$ cat config.mk
export PLATFORM = sky130hd
export DESIGN_NAME = traffic_cmd_sequencer
export DESIGN_NICKNAME = d
export VERILOG_FILES = /design/src/rtl/traffic_cmd_sequencer.sv
export SDC_FILE = /design/constraint.sdc
export NUM_CORES = 1
export LEC_CHECK = 0
export CAP_MARGIN = 20
export CORE_UTILIZATION = 40
export CTS_BUF_LIST = sky130_fd_sc_hd__clkbuf_4 sky130_fd_sc_hd__clkbuf_8
export DETAILED_ROUTE_END_ITERATION = 8
export GPL_TIMING_DRIVEN = 0
export PLACE_DENSITY = 0.63
export SLEW_MARGIN = 5
export SYNTH_ARGS = -nofsm -noshare
export SYNTH_HDL_FRONTEND = slang
export SYNTH_SLANG_ARGS = --single-unit
$ cat constraint.sdc
create_clock -name clk_i -period 3.65 [get_ports clk_i]
set_input_delay 0.73 -clock clk_i [delete_from_list [all_inputs] [get_ports clk_i]]
set_output_delay 0.73 -clock clk_i [all_outputs]
set_load 0.005 [all_outputs]
$ cat src/rtl/traffic_cmd_sequencer.sv
// traffic_cmd_sequencer: buffers host commands, tracks a shadow mode, and issues legal commands with enforced spacing.
// Optional TRAFFIC_CMD_STATS_EN adds saturating issued/drop counters.
module traffic_cmd_sequencer #(
  parameter int WIDTH = 16,
  parameter int FIFO_DEPTH = 4,
  parameter int GAP_CYCLES = 3
) (
  input  logic                          clk_i,
  input  logic                          srst_i,
  input  logic [2:0]                    host_cmd_type_i,
  input  logic [WIDTH-1:0]              host_cmd_data_i,
  input  logic                          host_valid_i,
  output logic                          host_ready_o,
  output logic [2:0]                    cmd_type_o,
  output logic [WIDTH-1:0]              cmd_data_o,
  output logic                          cmd_valid_o,
  output logic [1:0]                    mode_o,
  output logic                          drop_o,
`ifdef TRAFFIC_CMD_STATS_EN
  output logic [15:0]                   issued_cnt_o,
  output logic [15:0]                   drop_cnt_o,
`endif
  output logic [$clog2(FIFO_DEPTH):0]   fifo_usedw_o
);
  localparam int AW = $clog2(FIFO_DEPTH);
  localparam int UW = AW + 1;
  localparam int CW = GAP_CYCLES > 1 ? $clog2(GAP_CYCLES) : 1;
  typedef enum logic {IDLE, GAP} state_t;
  state_t state;
  logic [2:0] type_mem [FIFO_DEPTH];
  logic [WIDTH-1:0] data_mem [FIFO_DEPTH];
  logic [AW-1:0] wr_ptr, rd_ptr;
  logic [CW-1:0] gap_cnt;
  logic push, pop, legal;
  logic [2:0] head_type;
  logic [1:0] next_mode;
  // modes: 0 IDLE, 1 NORMAL, 2 NOTRANSITION
  always_comb begin
    host_ready_o = fifo_usedw_o != UW'(FIFO_DEPTH);
    push = host_valid_i && host_ready_o;
    pop = state == IDLE && fifo_usedw_o != '0;
    head_type = type_mem[rd_ptr];
    legal = head_type == 3'd0 ? mode_o != 2'd1 :
            head_type == 3'd1 ? mode_o != 2'd0 :
            head_type == 3'd2 ? mode_o != 2'd2 :
            head_type <= 3'd5 ? mode_o == 2'd2 : 1'b0;
    next_mode = head_type == 3'd0 ? 2'd1 :
                head_type == 3'd1 ? 2'd0 :
                head_type == 3'd2 ? 2'd2 : mode_o;
  end
  always_ff @(posedge clk_i) begin
    if (push) begin
      type_mem[wr_ptr] <= host_cmd_type_i;
      data_mem[wr_ptr] <= host_cmd_data_i;
    end
  end
  always_ff @(posedge clk_i) begin
    if (srst_i) begin
      wr_ptr <= '0;
      rd_ptr <= '0;
      fifo_usedw_o <= '0;
      state <= IDLE;
      gap_cnt <= '0;
      cmd_valid_o <= 1'b0;
      cmd_type_o <= '0;
      cmd_data_o <= '0;
      drop_o <= 1'b0;
      mode_o <= '0;
    end else begin
      cmd_valid_o <= pop && legal;
      drop_o <= pop && !legal;
      if (push) wr_ptr <= wr_ptr + 1'b1;
      if (pop) rd_ptr <= rd_ptr + 1'b1;
      fifo_usedw_o <= fifo_usedw_o + UW'(push) - UW'(pop);
      if (pop && legal) begin
        cmd_type_o <= head_type;
        cmd_data_o <= data_mem[rd_ptr];
        mode_o <= next_mode;
        state <= GAP_CYCLES > 0 ? GAP : IDLE;
        gap_cnt <= '0;
      end else if (state == GAP) begin
        gap_cnt <= gap_cnt + 1'b1;
        if (gap_cnt == CW'(GAP_CYCLES - 1)) state <= IDLE;
      end
    end
  end
`ifdef TRAFFIC_CMD_STATS_EN
  always_ff @(posedge clk_i) begin
    if (srst_i) begin
      issued_cnt_o <= '0;
      drop_cnt_o <= '0;
    end else begin
      if (cmd_valid_o && issued_cnt_o != 16'hFFFF) issued_cnt_o <= issued_cnt_o + 1'b1;
      if (drop_o && drop_cnt_o != 16'hFFFF) drop_cnt_o <= drop_cnt_o + 1'b1;
    end
  end
`endif
endmodule

==> results.toml, run 1 <==
[outcome]
status = "finished, final reports clean"

[die]
dieArea_mm2 = 0.0109
ios = 49
die_y_um = 105
num_rows = 37
core-area_mm2 = 0.0103
start_util = 0.410
fp.dieW_um = 105

[global_route]
grt_pass1_vias = 2205
antenna_found_initial = 0
grt_max_degree = 20
overflow = 0
grt_use_total = 0.144
grt_pass1_wl_um = 11600

[clock_tree]
clk_latency_ns = 0.37
tritoncts = "built"
cts.sinks = 111
htreeDepth = 3
clk_pin_slew_ns = 0.10
postCtsSetupBuffers = 0
clock_path_buffers = 2
post_cts_resize_count = 0
cts_inserted_buffers = 9
root_buffer = "clkbuf_8"
holdBufCountCts = 0

[synth]
synth_edf_count = 76
syn-mean-instance-area_um2 = 17.2
ys_seq_area_frac = 0.708
netlist_instances = 245
yosysTopAreaCellShare = 0.542
yosys.area.top_type = "edfxtp_1"
yosysUniqueCellTypes = 30
async_flop_share = 0
synth_seq_cells = 111
syn_area_mm2 = 0.00421
yosysWarningCount = 0
synth_nets = 275
ys_top_cells_by_area = "edfxtp_1, dfxtp_1, mux4_2"
ys.flop_type = "edfxtp_1"

[critical_path]
start_kind = "register"
cp_slowest_cell = "mux4_2"
crit_path_cell_trace = "mux4_2 > nand3b_4 > a211o_1 > a31oi_4 > buf_12 > mux2i_1 > nor2_1"
rrSetupSlack_ns = 1.11
critPathTopFamily = "multiplexers"
cp.required_ns = 3.89
crit_buf_inv = 1
cp_max_fo = 10
worst_path_largest_cell_delay_ns = 0.59
criticalPathCategory = "register to register"
critPathArrivalTime_ns = 2.78
cp-end-kind = "register"

[timing]
holdWs_ns = 0.504
min_period_over_period = 0.696
fin_setup_tns_ns = 0
period_needed_ns = 2.54
finalSetupViolations = 0
rsz0062_at_grt = "false"
tightest_slew_ns = 1.06
fmax_mhz = 394
clock-skew-final_ns = 0.0109
drv_slew = 0
slew_headroom = 0.291
finalHoldViolCount = 0

[finish]
final_util = 0.495
nNetsFinal = 335
nFillCells = 896
drive_above_1_share = 0.135
register_area_mm2 = 0.00298
multiInputGateArea_mm2 = 0.00113
syn2layout_area_growth_pct = 20.8
diodes = 0
final_common_cell = "edfxtp_1"
final_cell_mix = "edfxtp_1, clkdlybuf4s50_1, dfxtp_1"

[place]
gp_congestion = 0.680
dp_hpwl_um = 4490
numPortBuffers = 47

[power]
pwr_density_cell_mw_per_mm2 = 694
total_power_mw = 3.53
p_leak_nw = 1.68
peakVddDrop_mv = 0.265

[min_path]
worstHoldPathType = "register to register"

[drt]
routed_via_density = 4.89
drt_pass1_iterations = 4
ant_nets = 0
drc_errors = 0
vias = 2182
dr.first_iter.drc_count = 84
wirelength_um = 7100
wire_per_inst_um = 15.9

[job]
drv_cap = 0
[per-stage QoR]
step | area, um2 | std cells | setup WS (ns)
after floorplan | 4210 | 245 | 1.37
after global placement | 4850 | 428 | 0.766
final | 5090 | 446 | 1.11
after CTS | 5050 | 444 | 1.05
after detailed placement | 4850 | 428 | 0.755
after global routing | 5090 | 446 | 0.883
[synth_stat cells (all sizes together), types with 2 or more instances]
master,number
nor3,2
a21oi,5
mux4,19
and3,4
ha,7
buf,3
nand2,6
xnor2,6
nor2b,3
dfxtp,35
edfxtp,76
clkbuf,7
nor2,32
a211o,2
mux2i,20
inv,9
[tightest hold or removal path, stage by stage (launching register included)]
cell and delay (ns):
dfxtp_1 0.34, mux2i_1 0.07, nor2_1 0.07
[where the power goes]
| group | switching, mW | total, mW | internal [mW] |
|---|---|---|---|
| Sequential | 0.103 | 1.67 | 1.57 |
| Clock | 0.402 | 0.721 | 0.319 |
| Combinational | 0.520 | 1.14 | 0.617 |
[cells by family after synthesis]
group	share of synthesized area
fa+ha+maj	0.0255
xor+xnor	0.0146
mux	0.150
flops	0.708
simple gates	0.0559
buf+inv	0.0235
compound gates	0.0223
[sequential cells by signal, indices dropped and copies added (netlist names), named ones only]
name / count
gap_cnt: 2
fifo_usedw_o: 3
type_mem: 12
cmd_data_o: 16
wr_ptr: 2
cmd_valid_o: 1
rd_ptr: 2
cmd_type_o: 3
drop_o: 1
data_mem: 64
mode_o: 2
state: 1
[final timing paths]
| check | start | to | cells after the start |
|---|---|---|---|
| max | register | cmd_data_o[9] | 7 |
| min | cmd_type_o[0] | cmd_type_o[0] | 2 |
| max reg2reg | register | cmd_data_o[9] | 7 |
| min reg2reg | cmd_type_o[0] | cmd_type_o[0] | 2 |
[metal layers]
metal | routed length [um] | global-route usage | part of all wire | up-vias
li1 | - | - | - | 1033
met1 | 3250 | 0.184 | 0.46 | 1092
met2 | 3490 | 0.234 | 0.49 | 51
met3 | 300 | 0.0455 | 0.042 | 6
met4 | 57 | 0.0423 | 0.0080 | 0
met5 | 0 | 0 | 0 | -
[cell type report]
type,count,area share
Inverter,9,0.00664
Sequential cell,111,0.586
Multi-Input combinational cell,115,0.222
Clock buffer,9,0.0243
Buffer,10,0.0128
Timing Repair Buffer,49,0.101
Tap cell,136,0.0334
Clock inverter,7,0.0138
No activity file was read; power rests on OpenSTA's default activity.
==> inputs of run 2 (changes only) <==
Clock period 3.65 ns to 2.6 ns, I/O delays scaled along.
==> results.toml, run 2 (same netlist as run 1, synthesis figures left out) <==
[timing]
finalSetupViolations = 0
holdWs_ns = 0.504
rsz0062_at_grt = "false"
period_needed_ns = 2.44
fmax_mhz = 410
drv_slew = 0
clock-skew-final_ns = 0.0116
fin_ws_ns = 0.164
finalHoldViolCount = 0
min_period_over_period = 0.937
slew_headroom = 0.295
tightest_slew_ns = 1.06

[finish]
final_cells = 450
syn2layout_area_growth_pct = 21.6
largest_register_ff_count = 64
final_common_cell = "edfxtp_1"
diodes = 0
nNetsFinal = 339
top_regs = "data_mem: 64 flops, cmd_data_o: 16 flops, type_mem: 12 flops"
regMostFlops = "data_mem"
final_util = 0.498
final_cell_mix = "edfxtp_1, clkdlybuf4s50_1, dfxtp_1"
drive_above_1_share = 0.150

[critical_path]
critPathArrivalTime_ns = 2.68
rrSetupSlack_ns = 0.16
cp.required_ns = 2.84
criticalPathCategory = "register to register"
cp-end-kind = "register"
cp_max_fo = 10
start_kind = "register"

[global_route]
grt_use_total = 0.144
overflow = 0
grt_pass1_wl_um = 11600
grt_max_degree = 20
antenna_found_initial = 0
grt_pass1_vias = 2205

[power]
total_power_mw = 5.00
peakVddDrop_mv = 0.372
pwr_density_cell_mw_per_mm2 = 977
p_leak_nw = 1.70

[drt]
wirelength_um = 7100
wire_per_inst_um = 15.8
ant_nets = 0
dr.first_iter.drc_count = 74
routed_via_density = 4.83
vias = 2174
drt_pass1_iterations = 5
drc_errors = 0

[place]
dp.cells = 428
numPortBuffers = 47
gp_congestion = 0.680
dp_hpwl_um = 4490
detailedPlace.worstSlack_ns = -0.0851

[die]
start_util = 0.410
dieArea_mm2 = 0.0109
num_rows = 37
fp.dieW_um = 105
core-area_mm2 = 0.0103
die_y_um = 105
ios = 49

[clock_tree]
cts_inserted_buffers = 9
tritoncts = "built"
root_buffer = "clkbuf_8"
clock_path_buffers = 2
cts.sinks = 111
clk_pin_slew_ns = 0.10
clk_latency_ns = 0.37
htreeDepth = 3

[outcome]
status = "finished, final reports clean"

[min_path]
worstHoldPathType = "register to register"

[job]
drv_cap = 0
run 2: cell count changes in the layout (fill, tap and decap cells not counted), sizes merged:
cell  change
buf       +4
run 2: worst paths after layout:
check | from | endpoint | cells after the start
max | register | cmd_data_o[9] | 7
min | cmd_type_o[0] | cmd_type_o[0] | 2
max reg2reg | register | cmd_data_o[9] | 7
min reg2reg | cmd_type_o[0] | cmd_type_o[0] | 2
run 2: stage by stage:
step	cell area [um2]	TNS, ns
after floorplan	4210	0
after global placement	4850	-0.0742
after detailed placement	4850	-0.0851
after CTS	5050	0
after global routing	5120	0
final	5120	0
run 2: report_power, final:
part           switching, mW  leakage, nW  internal (mW)  total, mW
combinational          0.738        0.620          0.904       1.64
sequential             0.145        0.982           2.20       2.35
clock                  0.565        0.101          0.448       1.01
run 2: routing by layer:
metal / routed length (um) / vias up / GRT usage / part of all wire
li1: - / 1038 / - / -
met1: 3280 / 1091 / 0.184 / 0.46
met2: 3500 / 41 / 0.234 / 0.49
met3: 266 / 4 / 0.0455 / 0.037
met4: 48 / 0 / 0.0423 / 0.0068
met5: 0 / - / 0 / 0
run 2: final cells by class:
type                       count  area (um2)
buffer                        10        66.3
clock buffer                   9         124
clock inverter                 7        70.1
fill                         895        5160
inverter                       9        33.8
multi-input combinational    115        1130
sequential                   111        2980
tap                          136         170
timing repair buffer          53         543
run 2: what timing repair did:
action,CTS,global route
endpoints found under the setup margin,1,15
hold buffers,0,0
setup buffers,0,4
resized for setup,1,0
run 2: worst max-delay path, cell delays in order (launching register included):
cell      delay (ns)
dfxtp_1         0.42
mux4_2          0.59
nand3b_4        0.21
a211o_1         0.30
a31oi_4         0.34
buf_12          0.21
mux2i_1         0.20
nor2_1          0.05
==> inputs of run 3 (changes only) <==
Settings changed: PLACE_DENSITY 0.63 to 0.66.
Clock period 2.6 ns to 2.2 ns, I/O delays scaled along.
==> results.toml, run 3 (same netlist as run 1, synthesis figures left out) <==
[outcome]
status = "finished with violations"
failed_checks = "setup timing"

[power]
total_power_mw = 6.27
peakVddDrop_mv = 0.501
pwr_density_cell_mw_per_mm2 = 1190
p_leak_nw = 1.76

[drt]
wire_per_inst_um = 16.5
vias = 2225
ant_nets = 0
wirelength_um = 7550
routed_via_density = 4.86
drt_pass1_iterations = 4
drc_errors = 0
dr.first_iter.drc_count = 61

[critical_path]
critPathArrivalTime_ns = 2.57
cp.required_ns = 2.45
r2r_cells = 8
cp_max_fo = 5
criticalPathCategory = "register to register"
cp-end-kind = "register"
start_kind = "register"

[place]
gp_congestion = 0.689
numPortBuffers = 47
dp_hpwl_um = 4520
dp.cells = 428

[timing]
fin_ws_ns = -0.112
fmax_mhz = 433
slew_headroom = 0.310
rsz0062_at_grt = "true"
tightest_slew_ns = 1.04
clock-skew-final_ns = 0.00932
drv_slew = 0
min_period_over_period = 1.05
finalHoldViolCount = 0
finalSetupViolations = 21
period_needed_ns = 2.31

[global_route]
grt_use_total = 0.145
grt_max_degree = 21
overflow = 0
grt_pass1_wl_um = 12000
antenna_found_initial = 0
grt_pass1_vias = 2304

[finish]
top_regs = "data_mem: 64 flops, cmd_data_o: 16 flops, type_mem: 12 flops"
nFillCells = 883
final_cell_mix = "edfxtp_1, clkdlybuf4s50_1, dfxtp_1"
largest_register_ff_count = 64
nNetsFinal = 347
diodes = 0
regMostFlops = "data_mem"
final_common_cell = "edfxtp_1"
syn2layout_area_growth_pct = 25.4
drive_above_1_share = 0.224
final_cells = 458

[die]
num_rows = 37
start_util = 0.410
fp.dieW_um = 105
die_y_um = 105
core-area_mm2 = 0.0103
dieArea_mm2 = 0.0109
ios = 49

[min_path]
whs_path_depth = 2
worstHoldPathType = "primary input to register"

[clock_tree]
clk_pin_slew_ns = 0.11
root_buffer = "clkbuf_8"
htreeDepth = 3
cts_inserted_buffers = 9
tritoncts = "built"
clock_path_buffers = 2
clk_latency_ns = 0.37
cts.sinks = 111
holdBufCountCts = 0

[job]
drv_cap = 0
## run 3: path summary, 6_finish.rpt
| check | from | to | slack, ns |
|---|---|---|---|
| max | register | cmd_data_o[13] | -0.11 |
| max reg2reg | register | cmd_data_o[13] | -0.11 |
| min | srst_i | cmd_valid_o | 0.48 |
| min reg2reg | cmd_type_o[0] | cmd_type_o[0] | 0.51 |
## run 3: metrics by stage
step / hold slack (ns) / utilization / setup WS [ns] / area, um2 / setup TNS [ns]
floorplan: 0.469 / - / -0.0273 / 4210 / -0.401
global placement: 0.472 / 0.472 / -0.383 / 4850 / -11.43
detailed placement: 0.486 / 0.472 / -0.409 / 4850 / -9.72
CTS: 0.439 / 0.503 / -0.0794 / 5170 / -1.11
global route: 0.490 / 0.514 / -0.198 / 5280 / -3.21
finish: 0.485 / 0.514 / -0.112 / 5280 / -1.40
## run 3: worst max-delay path: stages, from the launching register on
cell	delay (ns)
dfxtp_4	0.39
mux4_2	0.57
nand3b_4	0.19
a211o_1	0.30
a31oi_4	0.21
buf_6	0.17
buf_12	0.12
mux2i_1	0.18
nor2_1	0.05
## run 3: area by class of cell
type	count	area, um2	area share
Buffer	9	67.6	0.0128
Clock buffer	9	124	0.0235
Clock inverter	7	65.1	0.0123
Inverter	9	33.8	0.00640
Multi-Input combinational cell	115	1200	0.227
Sequential cell	111	2990	0.567
Tap cell	136	170	0.0322
Timing Repair Buffer	62	626	0.118
## run 3: per-layer routing
| layer | global-route usage | part of all wire | vias to the layer above | wire length (um) |
|---|---|---|---|---|
| li1 | - | - | 1055 | - |
| met1 | 0.184 | 0.44 | 1115 | 3310 |
| met2 | 0.248 | 0.52 | 46 | 3910 |
| met3 | 0.0268 | 0.030 | 9 | 228 |
| met4 | 0.0543 | 0.014 | 0 | 106 |
| met5 | 0 | 0 | - | 0 |
## run 3: power breakdown
part	switching [mW]	total (mW)	internal (mW)	leakage, nW
Combinational	0.973	2.26	1.29	0.685
Clock	0.728	1.16	0.436	0.0925
Sequential	0.229	2.85	2.62	0.984
Total	1.93	6.27	4.34	1.76
## run 3: repair_timing
item | 4_1_cts | 5_1_grt
pin swaps | 2 | 8
cloned | 1 | 1
buffers inserted | 8 | 6
endpoints found under the setup margin | 26 | 26
hold endpoints to repair | 0 | 0
gates resized for setup | 14 | 19
